--- config.mk ---
export PLATFORM = sky130hd
export DESIGN_NAME = imem_fetch_ctrl
export DESIGN_NICKNAME = d
export VERILOG_FILES = /design/src/rtl/imem_pkg.sv /design/src/rtl/fetch_fifo.sv /design/src/rtl/imem_fetch_ctrl.sv
export SDC_FILE = /design/constraint.sdc
export NUM_CORES = 1
export LEC_CHECK = 0
export ABC_AREA = 1
export CAP_MARGIN = 20
export CORE_MARGIN = 1.5
export CORE_UTILIZATION = 46
export CTS_BUF_LIST = sky130_fd_sc_hd__clkbuf_8 sky130_fd_sc_hd__clkbuf_16
export DETAILED_ROUTE_END_ITERATION = 7
export PLACE_DENSITY = 0.76
export SYNTH_ARGS = -nofsm -noshare
export SYNTH_HDL_FRONTEND = slang
export SYNTH_SLANG_ARGS = --single-unit
export TNS_END_PERCENT = 50
--- constraint.sdc ---
create_clock -name clk -period 1.95 [get_ports clk]
set_clock_uncertainty 0.1 [all_clocks]
set_input_delay 0.4875 -clock clk [delete_from_list [all_inputs] [get_ports clk]]
set_output_delay 0.4875 -clock clk [all_outputs]
set_load 0.03 [all_outputs]
--- src/rtl/imem_pkg.sv ---
// rtl/imem_pkg.sv - shared types and constants for the instruction fetch controller
package imem_pkg;

  localparam int ADDR_W = 8;
  localparam logic [31:0] HALT_WORD_DEFAULT = 32'hb400001f;

  typedef enum logic [1:0] {
    IDLE = 2'd0,
    RUN  = 2'd1,
    HALT = 2'd2
  } fetch_state_t;

endpackage

--- src/rtl/fetch_fifo.sv ---
// rtl/fetch_fifo.sv - 2-entry registered-head FIFO with synchronous flush
module fetch_fifo #(
  parameter int W = 40
) (
  input  logic         clk,
  input  logic         reset_n,
  input  logic         flush,
  input  logic         push,
  input  logic         pop,
  input  logic [W-1:0] din,
  output logic [W-1:0] dout,
  output logic         valid,
  output logic         full
);

  logic [W-1:0] mem0;
  logic [W-1:0] mem1;
  logic [1:0]   count;
  logic         pop_ok;
  logic         push_ok;

  // Guards make illegal requests harmless even if the caller misbehaves.
  assign pop_ok  = pop && (count != 2'd0);
  assign push_ok = push && ((count != 2'd2) || pop_ok);

  always_ff @(posedge clk or negedge reset_n) begin
    if (!reset_n) begin
      count <= 2'd0;
      mem0  <= '0;
      mem1  <= '0;
    end else if (flush) begin
      count <= 2'd0;
    end else begin
      case ({push_ok, pop_ok})
        2'b10: begin
          if (count == 2'd0) mem0 <= din;
          else               mem1 <= din;
        end
        2'b01: mem0 <= mem1;
        2'b11: begin
          if (count == 2'd1) begin
            mem0 <= din;
          end else begin
            mem0 <= mem1;
            mem1 <= din;
          end
        end
        default: ;
      endcase
      count <= count + {1'b0, push_ok} - {1'b0, pop_ok};
    end
  end

  assign dout  = mem0;
  assign valid = (count != 2'd0);
  assign full  = (count == 2'd2);

endmodule

--- src/rtl/imem_fetch_ctrl.sv ---
// rtl/imem_fetch_ctrl.sv - sequential instruction fetch from ROM into a 2-deep buffer
module imem_fetch_ctrl
  import imem_pkg::*;
#(
  parameter int          N         = 32,
  parameter logic [N-1:0] HALT_WORD = N'(HALT_WORD_DEFAULT)
) (
  input  logic              clk,
  input  logic              reset_n,
  input  logic              start,
  input  logic [ADDR_W-1:0] start_addr,
  output logic [ADDR_W-1:0] imem_addr,
  input  logic [N-1:0]      imem_q,
  output logic              inst_valid,
  input  logic              inst_ready,
  output logic [N-1:0]      inst,
  output logic [ADDR_W-1:0] inst_pc,
  input  logic              redirect,
  input  logic [ADDR_W-1:0] redirect_addr,
  output logic              busy,
  output logic              halted
);

  fetch_state_t            state;
  logic [ADDR_W-1:0]       pc;
  logic                    flush;
  logic                    push;
  logic                    pop;
  logic                    fifo_full;
  logic                    fifo_valid;
  logic [N+ADDR_W-1:0]     head;

  // Start only restarts from HALT; in IDLE the buffer is already empty.
  assign flush = (redirect && (state != IDLE)) || (start && (state == HALT));
  assign pop   = fifo_valid && inst_ready && !flush;
  assign push  = (state == RUN) && !flush && (!fifo_full || pop);

  always_ff @(posedge clk or negedge reset_n) begin
    if (!reset_n) begin
      state <= IDLE;
      pc    <= '0;
    end else begin
      case (state)
        IDLE: begin
          if (start) begin
            state <= RUN;
            pc    <= start_addr;
          end
        end
        RUN: begin
          if (redirect) begin
            pc <= redirect_addr;
          end else if (push) begin
            if (imem_q == HALT_WORD) state <= HALT;
            else                     pc    <= pc + ADDR_W'(1);
          end
        end
        HALT: begin
          if (redirect) begin
            state <= RUN;
            pc    <= redirect_addr;
          end else if (start) begin
            state <= RUN;
            pc    <= start_addr;
          end
        end
        default: state <= IDLE;
      endcase
    end
  end

  fetch_fifo #(.W(N + ADDR_W)) u_fifo (
    .clk     (clk),
    .reset_n (reset_n),
    .flush   (flush),
    .push    (push),
    .pop     (pop),
    .din     ({imem_q, pc}),
    .dout    (head),
    .valid   (fifo_valid),
    .full    (fifo_full)
  );

  assign imem_addr  = pc;
  assign inst_valid = fifo_valid;
  assign inst       = head[N+ADDR_W-1:ADDR_W];
  assign inst_pc    = head[ADDR_W-1:0];
  assign busy       = (state == RUN);
  assign halted     = (state == HALT);

endmodule

==> flow_summary.yaml <==
timing:
  drv_slew: 0
  post-route-min-period_ns: 1.90
  final_min_period_over_clock_period_pct: 97.6
  max_freq_mhz: 525
  slew_headroom_pct: 67.7
  hold_violations_final: 0
  worst_pin_slew_ns: 0.484
  finalSetupViolations: 0
  tns_ns: 0
  grt_setup_unrepaired: "yes"
route:
  drt_iter0_drc: 383
  drt-total-wl_mm: 14.9
  viasPerCell: 5.35
  num_vias: 5027
  wire_per_inst_um: 15.8
  drc: 0
  post_drt_antenna_nets: 0
  detail_route.first_pass.iterations: 6
floorplanning:
  fp.dieH_um: 106
  floorplan.initialDensity_pct: 47.3
  die-area_mm2: 0.0112
  ioPinCount: 104
  horiz_die_dim_um: 106
  fp.coreArea_mm2: 0.0103
  row_count: 37
flow_run:
  maxCapViolations: 0
global_routing:
  initial_antenna_violation_count: 0
  global_route_total_usage_across_every_layer_pct: 25.5
  grt_pass1_vias: 4752
  global_route_wire_length_before_repair_mm: 22.6
  grt_start_max_net_pins: 93
  grt_overflow_total: 0
layout:
  drive_above_1_share_pct: 16.7
  num_antenna_cells: 0
  final_util_pct: 68.0
  design.final.nets: 858
  areaGrowthSynthToFinish_pct: 43.8
setup_path:
  timing.critical_path.fanout_max: 10
  end_kind: "flip-flop"
  timing.critical_path.slowest_cell_delay_ns: 0.41
  crit-reg2reg-launch: "state[1]$_DFFE_PN0P_"
  terminus_of_the_critical_flop_to_flop_path: "u_fifo.dout[30]$_DFFE_PN0P_"
  rrSetupSlack_ns: 0.05
  worstPathCellList: "buf_6 -> ha_4 -> nand2_4 -> nand2_4 -> clkinv_4 -> nand3_4 -> buf_6 -> o21ai_4 -> buf_12 -> clkbuf_16 -> nor2_1 -> a31oi_1"
  worst_ep_arrival_time_ns: 2.10
  crit_required_ns: 2.14
  timing.critical_path.from_type: "flip-flop"
  number_of_cell_instances_on_the_worst_register_to_register_path: 12
  crit_slowest_cell: "dfrtp_1"
  worstSetupPathType: "reg2reg"
yosys:
  synth_enable_flop_cells: 0
  postSynthNetCount: 704
  post-synth-top-area-cell: "dfrtp_1"
  post_synth_instance_area_mm2: 0.00486
  synthesis.yosys.warnings: 0
  synth.ff_latch_count: 92
  synthDistinctLibCells: 31
  synth_top_cells_by_area: "dfrtp_1, nand2_1, nand3_1"
  post_synthesis_async_set_or_reset_flop_share_pct: 100
  synth_sequential_area_ratio_pct: 47.4
  avgSynthCellArea_um2: 7.54
  synth_top_area_share_pct: 47.4
  ys_dominant_reg_cell: "dfrtp_1"
  syn-instance-count: 644
min_path:
  min_path_type: "in2async"
cts:
  clock_root_cell: "clkbuf_8"
  cts_tree: "done"
  insertion_delay_ns: 0.37
  clk_transition_reported_paths_ns: 0.09
  clock_path_buffers: 2
  tritoncts.num_buffers: 9
  clkSinkCount: 92
  h-tree-depth: 3
placement:
  place_congestion: 0.970
  place.port_buffers: 103
  dp_hpwl_mm: 9.60
pwr:
  power.total_mw: 11.4
  ir_drop_uv: 936
  cellPowerDensity_mw_per_mm2: 1630
  cellLeakagePower_nw: 3.34
run_status:
  outcome: "finished, final reports clean"
[synth_stat cells, drive strengths merged, types with 2 or more instances]
library cell,number
o21ai,51
clkinv,2
a31oi,40
nand2,192
inv,56
nor2,84
ha,7
dfrtp,92
o211ai,2
a21oi,3
buf,33
clkbuf,2
nand4,6
nand3,69
[registers in the layout, summed over array words and instances, names as in the netlist]
signal,flops
u_fifo.dout,40
state,2
u_fifo.count,2
u_fifo.mem1,40
imem_addr,8
[through the flow]
step	std cells	cell area [um^2]	worst slack, ns	hold WS (ns)
after CTS	927	6680	0.00262	0.0776
after floorplan	644	4910	-0.0697	0.0919
after global placement	909	6470	-0.329	0.369
final	939	6990	0.0465	0.0547
after detailed placement	909	6470	-0.368	0.378
after global routing	939	6990	-0.0679	0.0950
[final cells by class]
cell class	count	area (um^2)
Clock buffer	11	151
Clock inverter	5	52.6
Fill cell	863	3290
Inverter	58	225
Multi-Input combinational cell	459	2320
Sequential cell	92	2300
Tap cell	136	170
Timing Repair Buffer	178	1770
[worst max-delay path by stage]
stage	from	to	slack [ns]
3_5_place_dp	imem_q[5]	imem_addr[6]$_DFFE_PN0P_	-0.37
6_report	state[1]$_DFFE_PN0P_	u_fifo.dout[30]$_DFFE_PN0P_	0.05
2_1_floorplan	state[0]$_DFFE_PN0P_	u_fifo.count[1]$_DFF_PN0_	-0.07
3_3_place_gp	imem_q[2]	imem_addr[6]$_DFFE_PN0P_	-0.33
5_1_grt	state[0]$_DFFE_PN0P_	u_fifo.dout[20]$_DFFE_PN0P_	-0.07
4_1_cts	state[0]$_DFFE_PN0P_	u_fifo.mem1[34]$_DFFE_PN0P_	0.003
[logic make-up (layout without fill, tap and decap cells)]
kind of cell | after synthesis | after routing | synth area share [%]
compound gates | 98 | 98 | 11.5
buf+inv | 93 | 252 | 8.65
simple gates | 352 | 352 | 30.3
flops | 92 | 92 | 47.4
xor+xnor | 2 | 2 | 0.361
fa+ha+maj | 7 | 7 | 1.80
[what timing repair did]
action | 4_1_cts | 5_1_grt
hold buffers | 0 | 0
buffers inserted | 2 | 6
cloned | 1 | 7
setup endpoints to repair | 63 | 94
pin swaps | 1 | 8
resized for setup | 54 | 32
[routing by layer]
layer | vias to the layer above | GRT usage (%) | wire [um]
met3 | 27 | 4.89 | 1070
met1 | 2378 | 33.7 | 6360
met2 | 222 | 42.1 | 7170
li1 | 2400 | - | -
met4 | 0 | 8.30 | 278
met5 | - | 0 | 0
[worst max-delay path, delay by kind of cell, from the launching register on]
kind	cells	cell delay, ns
adder cells (fa/ha/maj)	1	0.18
buffers and inverters	5	0.65
AND/OR/NAND/NOR	4	0.23
AO/OA/AOI/OAI	2	0.23
flip-flops	1	0.41
[power by group]
group / internal [mW] / switching, mW / total, mW
Combinational: 2.72 / 3.95 / 6.67
Clock: 0.655 / 0.694 / 1.35
Sequential: 2.81 / 0.544 / 3.36
[placed cells by master (no fill, tap or decap), types with 2 or more instances in the layout]
master,netlist,layout
a21oi_1,3,3
a31oi_1,40,34
a31oi_2,0,6
buf_12,0,11
buf_4,5,56
buf_6,2,6
clkbuf_16,0,5
clkbuf_8,0,11
clkdlybuf4s50_1,0,51
clkinvlp_4,0,2
dfrtp_1,92,92
dlygate4sd2_1,0,48
ha_1,7,2
ha_4,0,5
inv_1,54,52
inv_2,2,5
nand2_1,188,186
nand2_2,3,3
nand2_4,1,3
nand3_1,67,66
nand3_4,1,2
nand4_1,5,5
nor2_1,83,73
nor2_2,0,6
nor2_4,1,5
o211ai_1,2,2
o21ai_0,13,13
o21ai_1,37,37
Power figures use the tool's default switching activity.
